[config.mk]
export PLATFORM = sky130hd
export DESIGN_NAME = player_bullet
export DESIGN_NICKNAME = d
export VERILOG_FILES = /design/src/rtl/player_bullet.sv
export SDC_FILE = /design/constraint.sdc
export NUM_CORES = 1
export LEC_CHECK = 0
export ABC_AREA = 1
export BUFFER_PORTS_ARGS = -buffer_cell sky130_fd_sc_hd__buf_2
export CORE_AREA = 4 4 216 197
export DETAILED_ROUTE_END_ITERATION = 8
export DIE_AREA = 0 0 220 201
export GPL_TIMING_DRIVEN = 0
export PLACE_DENSITY = 0.79
export SYNTH_ARGS = -nofsm -noshare
export SYNTH_HDL_FRONTEND = slang
export SYNTH_SLANG_ARGS = --single-unit
[constraint.sdc]
create_clock -name clk22 -period 8.07 [get_ports clk22]
set_input_delay 0.4035 -clock clk22 [delete_from_list [all_inputs] [get_ports clk22]]
set_output_delay 0.4035 -clock clk22 [all_outputs]
set_load 0.01 [all_outputs]
[src/rtl/player_bullet.sv]
// Player shot engine: bullet slot pool with fire cooldown, upward motion and per-enemy hit pulses.
// Define PLAYER_BULLET_HIT_CNT_EN to build the saturating total-hit counter; otherwise hit_cnt is 0.
module player_bullet #(
    parameter int N_BULLET  = 4,
    parameter int SPEED     = 12,
    parameter int COOLDOWN  = 5,
    parameter int SPAWN_OFS = 16,
    parameter int HIT_W     = 12,
    parameter int HIT_H     = 12,
    parameter int Y_MIN     = 8
) (
    input  logic                    clk22,
    input  logic                    rst,
    input  logic                    clr,
    input  logic                    fire,
    input  logic [9:0]              reimux,
    input  logic [9:0]              reimuy,
    input  logic [9:0]              enmx1,
    input  logic [9:0]              enmx2,
    input  logic [9:0]              enmx3,
    input  logic [9:0]              enmx4,
    input  logic [9:0]              enmy1,
    input  logic [9:0]              enmy2,
    input  logic [9:0]              enmy3,
    input  logic [9:0]              enmy4,
    input  logic                    enm1,
    input  logic                    enm2,
    input  logic                    enm3,
    input  logic                    enm4,
    output logic                    hit1,
    output logic                    hit2,
    output logic                    hit3,
    output logic                    hit4,
    output logic [N_BULLET-1:0]     bullet,
    output logic [10*N_BULLET-1:0]  bulletx,
    output logic [10*N_BULLET-1:0]  bullety,
    output logic [15:0]             hit_cnt
);

    localparam int CD_W = (COOLDOWN > 0) ? $clog2(COOLDOWN + 1) : 1;
    localparam logic [CD_W-1:0] CD_LOAD = CD_W'(COOLDOWN);
    localparam logic [10:0]     HW_11   = 11'(HIT_W);
    localparam logic [10:0]     HH_11   = 11'(HIT_H);
    localparam logic [9:0]      SPEED_V = 10'(SPEED);
    localparam logic [9:0]      OFS_V   = 10'(SPAWN_OFS);
    localparam logic [9:0]      Y_RET   = 10'(Y_MIN + SPEED);
    localparam logic [9:0]      Y_SPAWN = 10'(Y_MIN + SPAWN_OFS);

    logic [9:0] ex [4];
    logic [9:0] ey [4];
    logic [3:0] ea;

    assign ex[0] = enmx1;
    assign ex[1] = enmx2;
    assign ex[2] = enmx3;
    assign ex[3] = enmx4;
    assign ey[0] = enmy1;
    assign ey[1] = enmy2;
    assign ey[2] = enmy3;
    assign ey[3] = enmy4;
    assign ea    = {enm4, enm3, enm2, enm1};

    logic [CD_W-1:0]          cd;
    logic [CD_W-1:0]          cd_nxt;
    logic [3:0]               hit_q;
    logic [3:0]               hit_nxt;
    logic [N_BULLET-1:0]      bullet_nxt;
    logic [10*N_BULLET-1:0]   bx_nxt;
    logic [10*N_BULLET-1:0]   by_nxt;
    logic [9:0]               bx_cur;
    logic [9:0]               by_cur;
    logic                     found;
    logic                     spawned;

    always_comb begin
        bullet_nxt = bullet;
        bx_nxt     = bulletx;
        by_nxt     = bullety;
        hit_nxt    = '0;
        bx_cur     = '0;
        by_cur     = '0;
        found      = 1'b0;
        spawned    = 1'b0;
        cd_nxt     = (cd != '0) ? cd - CD_W'(1) : cd;

        // Slots are judged on their registered position; the lowest live enemy wins an overlap.
        for (int i = 0; i < N_BULLET; i++) begin
            if (bullet[i]) begin
                bx_cur = bulletx[10*i +: 10];
                by_cur = bullety[10*i +: 10];
                found  = 1'b0;
                for (int k = 0; k < 4; k++) begin
                    if (!found && ea[k]
                        && (({1'b0, bx_cur} + HW_11) > {1'b0, ex[k]})
                        && ({1'b0, bx_cur} < ({1'b0, ex[k]} + HW_11))
                        && (({1'b0, by_cur} + HH_11) > {1'b0, ey[k]})
                        && ({1'b0, by_cur} < ({1'b0, ey[k]} + HH_11))) begin
                        found      = 1'b1;
                        hit_nxt[k] = 1'b1;
                    end
                end
                if (found || (by_cur < Y_RET)) begin
                    bullet_nxt[i]       = 1'b0;
                    bx_nxt[10*i +: 10]  = '0;
                    by_nxt[10*i +: 10]  = '0;
                end else begin
                    by_nxt[10*i +: 10]  = by_cur - SPEED_V;
                end
            end
        end

        // Free means free before this edge, so a slot vacated above is not reused yet.
        if (fire && (cd == '0) && (reimuy >= Y_SPAWN)) begin
            for (int i = 0; i < N_BULLET; i++) begin
                if (!spawned && !bullet[i]) begin
                    spawned            = 1'b1;
                    bullet_nxt[i]      = 1'b1;
                    bx_nxt[10*i +: 10] = reimux;
                    by_nxt[10*i +: 10] = reimuy - OFS_V;
                end
            end
        end
        if (spawned) begin
            cd_nxt = CD_LOAD;
        end
    end

    always_ff @(posedge clk22 or posedge rst) begin
        if (rst) begin
            bullet  <= '0;
            bulletx <= '0;
            bullety <= '0;
            hit_q   <= '0;
            cd      <= '0;
        end else if (clr) begin
            bullet  <= '0;
            bulletx <= '0;
            bullety <= '0;
            hit_q   <= '0;
            cd      <= '0;
        end else begin
            bullet  <= bullet_nxt;
            bulletx <= bx_nxt;
            bullety <= by_nxt;
            hit_q   <= hit_nxt;
            cd      <= cd_nxt;
        end
    end

    assign hit1 = hit_q[0];
    assign hit2 = hit_q[1];
    assign hit3 = hit_q[2];
    assign hit4 = hit_q[3];

`ifdef PLAYER_BULLET_HIT_CNT_EN
    logic [2:0]  hit_pop;
    logic [16:0] cnt_sum;
    logic [15:0] cnt_q;

    assign hit_pop = {2'b0, hit_nxt[0]} + {2'b0, hit_nxt[1]}
                   + {2'b0, hit_nxt[2]} + {2'b0, hit_nxt[3]};
    assign cnt_sum = {1'b0, cnt_q} + {14'b0, hit_pop};

    always_ff @(posedge clk22 or posedge rst) begin
        if (rst) begin
            cnt_q <= '0;
        end else if (clr) begin
            cnt_q <= '0;
        end else begin
            cnt_q <= cnt_sum[16] ? 16'hFFFF : cnt_sum[15:0];
        end
    end

    assign hit_cnt = cnt_q;
`else
    assign hit_cnt = 16'd0;
`endif

endmodule

### Word level (Yosys, flattened, before mapping)

Index checks and enable logic that the tools add are counted.

* output and inout bits: 104
* register bits after elaboration: 91
* logic and storage cells: 307
* memory bits (read-only): 0
* memories kept: 0
* memory bits (writable): 0
* bits in latches: 0
* input bits: 108

* multiplexer cells: 105
* div/mod/pow operators: 0
* equal/unequal tests: 0
* shift-type cells: 0
* magnitude comparators: 69
* reduce and logical (&&, ||, !) cells: 106
* bitwise logic cells: 0
* multiply operators: 0
* $add $sub $neg: 22

Operator list (count)
* $gt 11x10->1: 32
* $lt 10x11->1: 32
* $mux 10: 24
* $add 10x4->11 const B: 16
* $mux 40: 4
* $logic_and 1x1->1: 81
* $mux 1: 67
* $lt 10x5->1 const B: 4
* $sub 10x4->10 const B: 4
* $mux 4: 7
* $logic_not 1->1: 18
* $ge 10x5->1 const B: 1
* $sub 10x5->10 const B: 1
* $mux 3: 3
* $reduce_bool 3->1: 2
* $logic_or 1x1->1: 4
* $logic_not 3->1: 1
* $sub 3x1->3 const B: 1

### Logic depth before layout (Yosys ltp)

Gate-level depths: netlist of the first run.

* depth in word-level cells: 39
* gate-level depth with buffers: 24
* mapped depth without buffers: 23

### Least setup slack after synthesis of the first run

No wires, ideal clock.

* path type: flip-flop to flip-flop
* from: register bullety[22]
* to: register bulletx[26]
* data arrival time: 2.961 ns
* required time: 7.996 ns
* period minus slack after synthesis: 3.035 ns
* library setup time: 0.074 ns
* setup slack: 5.035 ns
* path buffers: 1
* stages on the path, launching flop included: 23
* cell sequence: dfrtp_1 > inv_1 > ha_1 > nor2_4 > nand3_1 > xor2_1 > inv_1 > ha_1 > a21oi_1 > nand3b_1 > nand2_1 > nor2_1 > nand2_1 > nand2_1 > nor2_1 > nand2_1 > nand2_1 > nor2_4 > nand2_2 > nand2_4 > buf_8 > nand2_2 > a21oi_2

* longest elaborated chain between the ends: 36
* elaborated cells on any way between the ends: 44
* those cells by class: add/sub (1); order compare (9); mux (13); reduce/logical (21)

RTL lines
* from (decl): RTL line 36 `output logic [10*N_BULLET-1:0] bullety,`
* from (signal assigned): RTL line 144 `bullety <= by_nxt;`
* $add 10x4->11: RTL line 96 `&& (({1'b0, by_cur} + HH_11) > {1'b0, ey[k]})`
* $gt 11x10->1: RTL line 96
* $logic_and 1x1->1: RTL line 96
* $logic_and 1x1->1: RTL line 97 `&& ({1'b0, by_cur} < ({1'b0, ey[k]} + HH_11))) begin`
* $mux 1: RTL line 93 `if (!found && ea[k]`
* $mux 1: RTL line 88 `if (bullet[i]) begin`
* $logic_not 1->1: RTL line 93
* $logic_and 1x1->1: RTL line 93
* (+20 left out)
* $mux 1: RTL line 93
* $mux 1: RTL line 88
* $logic_or 1x1->1 (*): RTL line 102 `if (found || (by_cur < Y_RET)) begin`
* $mux 10 (*): RTL line 102
* $mux 10 (*): RTL line 88
* $mux 10: RTL line 115 `if (!spawned && !bullet[i]) begin`
* $mux 40 (*): RTL line 113 `if (fire && (cd == '0) && (reimuy >= Y_SPAWN)) begin`
* $mux 40 (*): RTL line 135 `end else if (clr) begin`
* to (signal assigned): RTL line 143 `bulletx <= bx_nxt;`
* to (decl): RTL line 35 `output logic [10*N_BULLET-1:0] bulletx,`

Every way passes the cells marked *; elsewhere a longest branch is shown, timed or not. The select of a mux whose other input is x is not followed.
A chain may end at the register's enable or synchronous reset.

### Worst setup path after layout of the first run

* from: register bullety[34]
* to: register bulletx[31]

The elaborated chain is that of the path after synthesis.

==> impl_metrics.env, run 1 <==
export IMPL_tightest_slew_ns=0.983
export IMPL_fillers=4018
export IMPL_die_w_um=220
export IMPL_ios=212
export IMPL_synth_xor_area_share_pct=4.69
export IMPL_status="finished, final reports clean"
export IMPL_route_detailed_drc=0
export IMPL_routed_wl_um=83800
export IMPL_grt_overflow=0
export IMPL_setup_viol=0
export IMPL_synthFlopType="dfrtp_1"
export IMPL_seq_power_share_pct=22.8
export IMPL_cts_buffer_depth=2
export IMPL_multi_input_area_um2=18000
export IMPL_synthMuxAreaShare_pct=0.0458
export IMPL_maxSlewViolCount=0
export IMPL_vias_per_cell=5.85
export IMPL_routedWlPerCell_um=21.3
export IMPL_drive_gt1_share_pct=9.50
export IMPL_antenna_found_initial=3
export IMPL_grt_max_degree=67
export IMPL_hold_viol_final=0
export IMPL_tns_ns=0
export IMPL_ctsHoldBuffers=0
export IMPL_worstPathRequired_ns=8.29
export IMPL_power_per_cell_area_nw_per_um2=143
export IMPL_ys_seq_area_share_pct=10.4
export IMPL_num_vias=23013
export IMPL_syn_area_per_cell_um2=6.91
export IMPL_grt_pass1_vias=20725
export IMPL_cts_buffers=9
export IMPL_ys_async_sr_fraction_pct=100
export IMPL_hpwlAfterDp_um=68800
export IMPL_worstSetupPathType="reg -> reg"
export IMPL_period_share_pct=58.2
export IMPL_peakVddDrop_v=0.000135
export IMPL_relSlewSlack_pct=34.4
export IMPL_cts_reportedPaths_clkPinSlew_ns=0.08
export IMPL_netSwitchingFraction_pct=52.5
export IMPL_p_leak_nw=13.7
export IMPL_min_period_ns=4.69
export IMPL_p_comb_share_pct=62.0
export IMPL_synthAdderAreaFrac_pct=34.3
export IMPL_grt_usage_pct=36.5
export IMPL_synth_edf_count=0
export IMPL_synth_compound_area_share_pct=11.2
export IMPL_place_congestion=1.02
export IMPL_cts_resized=0
export IMPL_initial_core_util_pct=54.3
export IMPL_clkPwrFrac_pct=15.2
export IMPL_finClkSkew_ns=0.0168
export IMPL_clock_sinks=91
export IMPL_p_int_mw=1.63
export IMPL_cts_setup_buffers=0
export IMPL_nets=4096
export IMPL_die_h_um=201
export IMPL_maxCapViolCount=0
export IMPL_p_switching_mw=1.79
export IMPL_fmax_mhz=213
export IMPL_port_buffers=195
export IMPL_ant_nets=0
export IMPL_topRoutingLayerUsed="met5"
export IMPL_wl_met2_um=32900
export IMPL_die_area_um2=44200
export IMPL_cts_tree="done"
export IMPL_crit_fanout=10
export IMPL_seqCellArea_um2=2280
export IMPL_met3_length_um=12700
export IMPL_start_kind="flip-flop"
export IMPL_clk_insertion_delay_late_ns=0.36
export IMPL_grt_pass1_wl_um=123000
export IMPL_first_pass_iters=8
export IMPL_area_delta_synth_final_pct=9.59
export IMPL_cts_htree_levels=3
export IMPL_num_rows=70
export IMPL_synthCells=3166
export IMPL_yosys_area_share_simple_pct=31.7
export IMPL_cts_root_buf="clkbuf_16"
export IMPL_drt_met1_wl_um=34800
export IMPL_yosys_warnings=0
export IMPL_ys_ff_latch=91
export IMPL_synth_distinct_cells=53
export IMPL_power_total_mw=3.42
export IMPL_synth_top_family_by_area="adder cells"
export IMPL_drt_initial_drc_count=2767
export IMPL_worstSetupEndpointType="flip-flop"
export IMPL_hold_class="in -> async"
export IMPL_synthesis_area_um2=21900
export IMPL_rsz0062_at_grt="false"
export IMPL_core_area_um2=40300
export IMPL_arrival_ns=4.91
-- logic make-up after synthesis --
kind of cell,Yosys count
and+or+nand+nor,1521
adders and majority gates,600
AOI/OAI and AO/OA,428
buffers and inverters,407
xor gates and xnor gates,117
DFF,91
other,1
muxes,1
-- power groups by stage --
stage | logic, mW | clock network (mW) | registers, mW
2_1_floorplan | 1.45 | 0 | 0.647
3_3_place_gp | 2.01 | 0 | 0.767
3_5_place_dp | 2.05 | 0 | 0.767
4_1_cts | 2.06 | 0.511 | 0.758
5_1_grt | 2.40 | 0.533 | 0.764
6_report | 2.12 | 0.520 | 0.780
-- state kept, by name, summed over array words and instances, names as in the netlist --
name and count:
bulletx 40, bullety 40, bullet 4, hit_q 4, cd 3
-- cells in the final DEF (no fill, tap or decap), drive strengths merged, types with 50 or more instances in the layout --
cell	count
nor2	390
dfrtp	91
xor2	104
nand2	687
ha	600
inv	351
buf	231
o21ai	94
nor3	50
nand3b	114
a21oi	242
nand4	107
nand3	157
-- worst max-delay path: stages, from the launching register on --
cell	delay, ns
dfrtp_1	0.99
inv_1	0.18
a21oi_1	0.24
nand2_1	0.10
nor2_1	0.16
nand2_1	0.08
xor2_1	0.49
ha_1	0.38
nand2_1	0.08
nor3_1	0.05
a31oi_1	0.57
nand3_1	0.21
nor2_1	0.30
nand2_2	0.15
nand3_4	0.14
o21ai_4	0.10
buf_6	0.20
nand3_1	0.07
o21ai_0	0.08
-- stage by stage --
| step | hold slack, ns | instances | worst slack, ns | instance area [um2] | util, % |
|---|---|---|---|---|---|
| floorplan | 0.520 | 3181 | 5.04 | 21900 | - |
| global placement | 0.527 | 3916 | 3.62 | 23600 | 58.5 |
| detailed placement | 0.414 | 3917 | 3.55 | 23600 | 58.6 |
| CTS | 0.0454 | 3931 | 3.54 | 24000 | 59.5 |
| global route | 0.0623 | 3933 | 3.24 | 24000 | 59.5 |
| finish | 0.0224 | 3934 | 3.38 | 24000 | 59.5 |
-- cells in the mapped netlist, types with 5 or more instances --
cell type | n | area (um2)
ha_1 | 600 | 7510
nand3_1 | 151 | 756
buf_6 | 7 | 78.8
buf_4 | 18 | 135
clkbuf_1 | 17 | 63.8
nand2_1 | 655 | 2460
inv_1 | 349 | 1310
a21o_1 | 40 | 300
a31oi_1 | 6 | 37.5
xnor2_1 | 13 | 114
nand3b_1 | 114 | 856
o22ai_1 | 8 | 50.1
o211ai_1 | 14 | 105
nor2_4 | 7 | 78.8
nand2_2 | 27 | 169
nor2_1 | 372 | 1400
xor2_1 | 104 | 911
nor2_2 | 11 | 68.8
nor4_1 | 5 | 31.3
o21ai_1 | 10 | 50.1
o21ai_0 | 79 | 395
o21a_1 | 18 | 135
dfrtp_1 | 91 | 2280
nand2_4 | 5 | 56.3
nor3_1 | 49 | 245
a21oi_2 | 12 | 105
nand3_2 | 5 | 50.1
buf_2 | 7 | 35.0
a21oi_1 | 229 | 1150
nand4_1 | 107 | 669
-- final cells by class --
type	count	area share [%]
multi-input cells	2683	75.0
flip-flops and latches	91	9.50
inverters	355	5.57
repair buffers	196	4.19
well taps	540	2.82
plain buffers	52	1.40
clock buffers	9	0.940
clock inverters	5	0.532
diodes	3	0.0313
-- per-layer routing --
layer | GRT usage (%) | vias to the layer above
li1 | - | 11195
met1 | 50.4 | 10435
met2 | 51.6 | 1189
met3 | 14.7 | 190
met4 | 11.2 | 4
met5 | 2.00 | -
-- worst paths after layout --
path,from,end,cells after the start,slack (ns)
max,bullety[34],bulletx[31],18,3.38
min,rst,hit_q[3],2,0.02
max reg2reg,bullety[34],bulletx[31],18,3.38
min reg2reg,bullety[20],bullety[20],2,0.56
max in group asynchronous,rst,bulletx[26],3,7.38
min in group clk22,reimux[1],bulletx[1],3,0.36
(Power assumes the default switching activity.)
==> inputs of run 2 (changes only) <==
==> constraint.sdc (replaced) <==
create_clock -name clk22 -period 4.6 [get_ports clk22]
set_input_delay 0.23 -clock clk22 [delete_from_list [all_inputs] [get_ports clk22]]
set_output_delay 0.23 -clock clk22 [all_outputs]
set_load 0.01 [all_outputs]
==> impl_metrics.env, run 2 (synthesis results as in run 1) <==
export IMPL_grt_pass1_vias=20728
export IMPL_p_switching_mw=3.14
export IMPL_p_leak_nw=13.7
export IMPL_maxCapViolCount=0
export IMPL_multi_input_area_um2=18000
export IMPL_cts_root_buf="clkbuf_16"
export IMPL_cts_setup_buffers=0
export IMPL_placed_cell_area_um2=23600
export IMPL_arrival_ns=4.70
export IMPL_p_comb_share_pct=62.1
export IMPL_min_period_ns=4.49
export IMPL_hold_end="bulletx[1]"
export IMPL_final_common_cell="nand2_1"
export IMPL_antenna_found_initial=3
export IMPL_fillers=4013
export IMPL_vias_per_cell=5.82
export IMPL_tightest_slew_ns=0.856
export IMPL_seq_power_share_pct=22.8
export IMPL_first_pass_iters=5
export IMPL_port_buffers=195
export IMPL_worstSetupEndpointType="flip-flop"
export IMPL_hold_viol_final=0
export IMPL_grt_pass1_wl_um=123000
export IMPL_drt_initial_drc_count=2703
export IMPL_clkPwrFrac_pct=15.1
export IMPL_status="finished, final reports clean"
export IMPL_maxSlewViolCount=0
export IMPL_netSwitchingFraction_pct=52.4
export IMPL_routedWlPerCell_um=21.3
export IMPL_r2r_end="bulletx[31]"
export IMPL_r2r_cells=18
export IMPL_r2r_slack_ns=0.11
export IMPL_tns_ns=0
export IMPL_period_share_pct=97.5
export IMPL_ios=212
export IMPL_dp_slack_ns=0.0768
export IMPL_nets=4097
export IMPL_die_h_um=201
export IMPL_cts_reportedPaths_clkPinSlew_ns=0.08
export IMPL_hpwlAfterDp_um=68800
export IMPL_relSlewSlack_pct=42.9
export IMPL_finClkSkew_ns=0.0159
export IMPL_clk_insertion_delay_late_ns=0.35
export IMPL_min_path_cells=3
export IMPL_peakVddDrop_v=0.000234
export IMPL_seqCellArea_um2=2280
export IMPL_reg_top3="bulletx (40), bullety (40)"
export IMPL_grt_overflow=0
export IMPL_fin_area_um2=24000
export IMPL_hold_class="in -> reg"
export IMPL_setup_slack_ns=0.115
export IMPL_power_per_cell_area_nw_per_um2=250
export IMPL_clock_sinks=91
export IMPL_drive_gt1_share_pct=9.58
export IMPL_die_w_um=220
export IMPL_fmax_mhz=223
export IMPL_ant_nets=0
export IMPL_cts_buffers=9
export IMPL_core_area_um2=40300
export IMPL_grt_usage_pct=36.5
export IMPL_routed_wl_um=83600
export IMPL_route_detailed_drc=0
export IMPL_num_vias=22915
export IMPL_holdWs_ns=0.190
export IMPL_die_area_um2=44200
export IMPL_crit_fanout=10
export IMPL_setup_viol=0
export IMPL_worstPathRequired_ns=4.81
export IMPL_place_congestion=1.02
export IMPL_p_int_mw=2.85
export IMPL_num_rows=70
export IMPL_grt_max_degree=67
export IMPL_mostFrequentLayoutCells="nand2_1, ha_1, nor2_1, inv_1, a21oi_1"
export IMPL_power_total_mw=5.99
export IMPL_reg2reg_from="bullety[32]"
export IMPL_start_kind="flip-flop"
export IMPL_cts_buffer_depth=2
export IMPL_initial_core_util_pct=54.3
export IMPL_worstSetupPathType="reg -> reg"
export IMPL_min_delay_start="reimux[1]"
export IMPL_area_delta_synth_final_pct=9.69
export IMPL_cts_htree_levels=3
export IMPL_cts_tree="done"
[run 2: repair_timing]
action                                  in CTS  in global routing
hold buffers                                 1                  0
hold endpoints to repair                    25                  0
resized for setup                            0                  3
endpoints found under the setup margin       0                 21
[run 2: layer usage]
metal / up-vias / track usage (%) / wire length (um)
met1: 10365 / 50.5 / 34800
li1: 11196 / - / -
met4: 4 / 11.2 / 3340
met5: - / 2.00 / 108
met2: 1165 / 51.6 / 32800
met3: 185 / 14.7 / 12500
[run 2: worst max path at each step]
stage / from / to / cells after the start
after floorplan: bullety[22] / bulletx[26] / 22
after global placement: bullety[32] / bulletx[31] / 16
after detailed placement: bullety[34] / bulletx[31] / 18
after CTS: bullety[34] / bulletx[31] / 18
after global routing: bullety[32] / bulletx[31] / 18
final: bullety[32] / bulletx[31] / 18
[run 2: metrics by stage]
step	util (%)	instances
after CTS	59.5	3932
final	59.5	3934
after global placement	58.5	3916
after detailed placement	58.6	3917
after floorplan	-	3181
after global routing	59.5	3934
[run 2: final cells by class]
class	instances	area share, %
well taps	540	2.82
plain buffers	52	1.40
inverters	355	5.57
repair buffers	197	4.22
clock inverters	5	0.532
flip-flops and latches	91	9.50
diodes	2	0.0209
multi-input cells	2683	75.0
clock buffers	9	0.939
[run 2: critical path, stage by stage (launching register included)]
cell	delay (ns)
dfrtp_1	0.62
inv_1	0.35
a21oi_1	0.28
nand2_1	0.11
nor2_1	0.21
nand2_1	0.12
xor2_2	0.35
ha_1	0.34
nand2_1	0.08
nor3_1	0.05
a31oi_1	0.57
nand3_1	0.21
nor2_1	0.31
nand2_2	0.15
nand3_4	0.14
o21ai_4	0.10
buf_6	0.20
nand3_1	0.07
o21ai_0	0.08
[run 2: power groups by stage]
stage	Combinational (mW)	Clock (mW)	Sequential, mW
5_1_grt	4.21	0.935	1.34
4_1_cts	3.61	0.897	1.33
3_3_place_gp	3.53	0	1.35
6_report	3.72	0.907	1.37
3_5_place_dp	3.59	0	1.35
2_1_floorplan	2.54	0	1.14
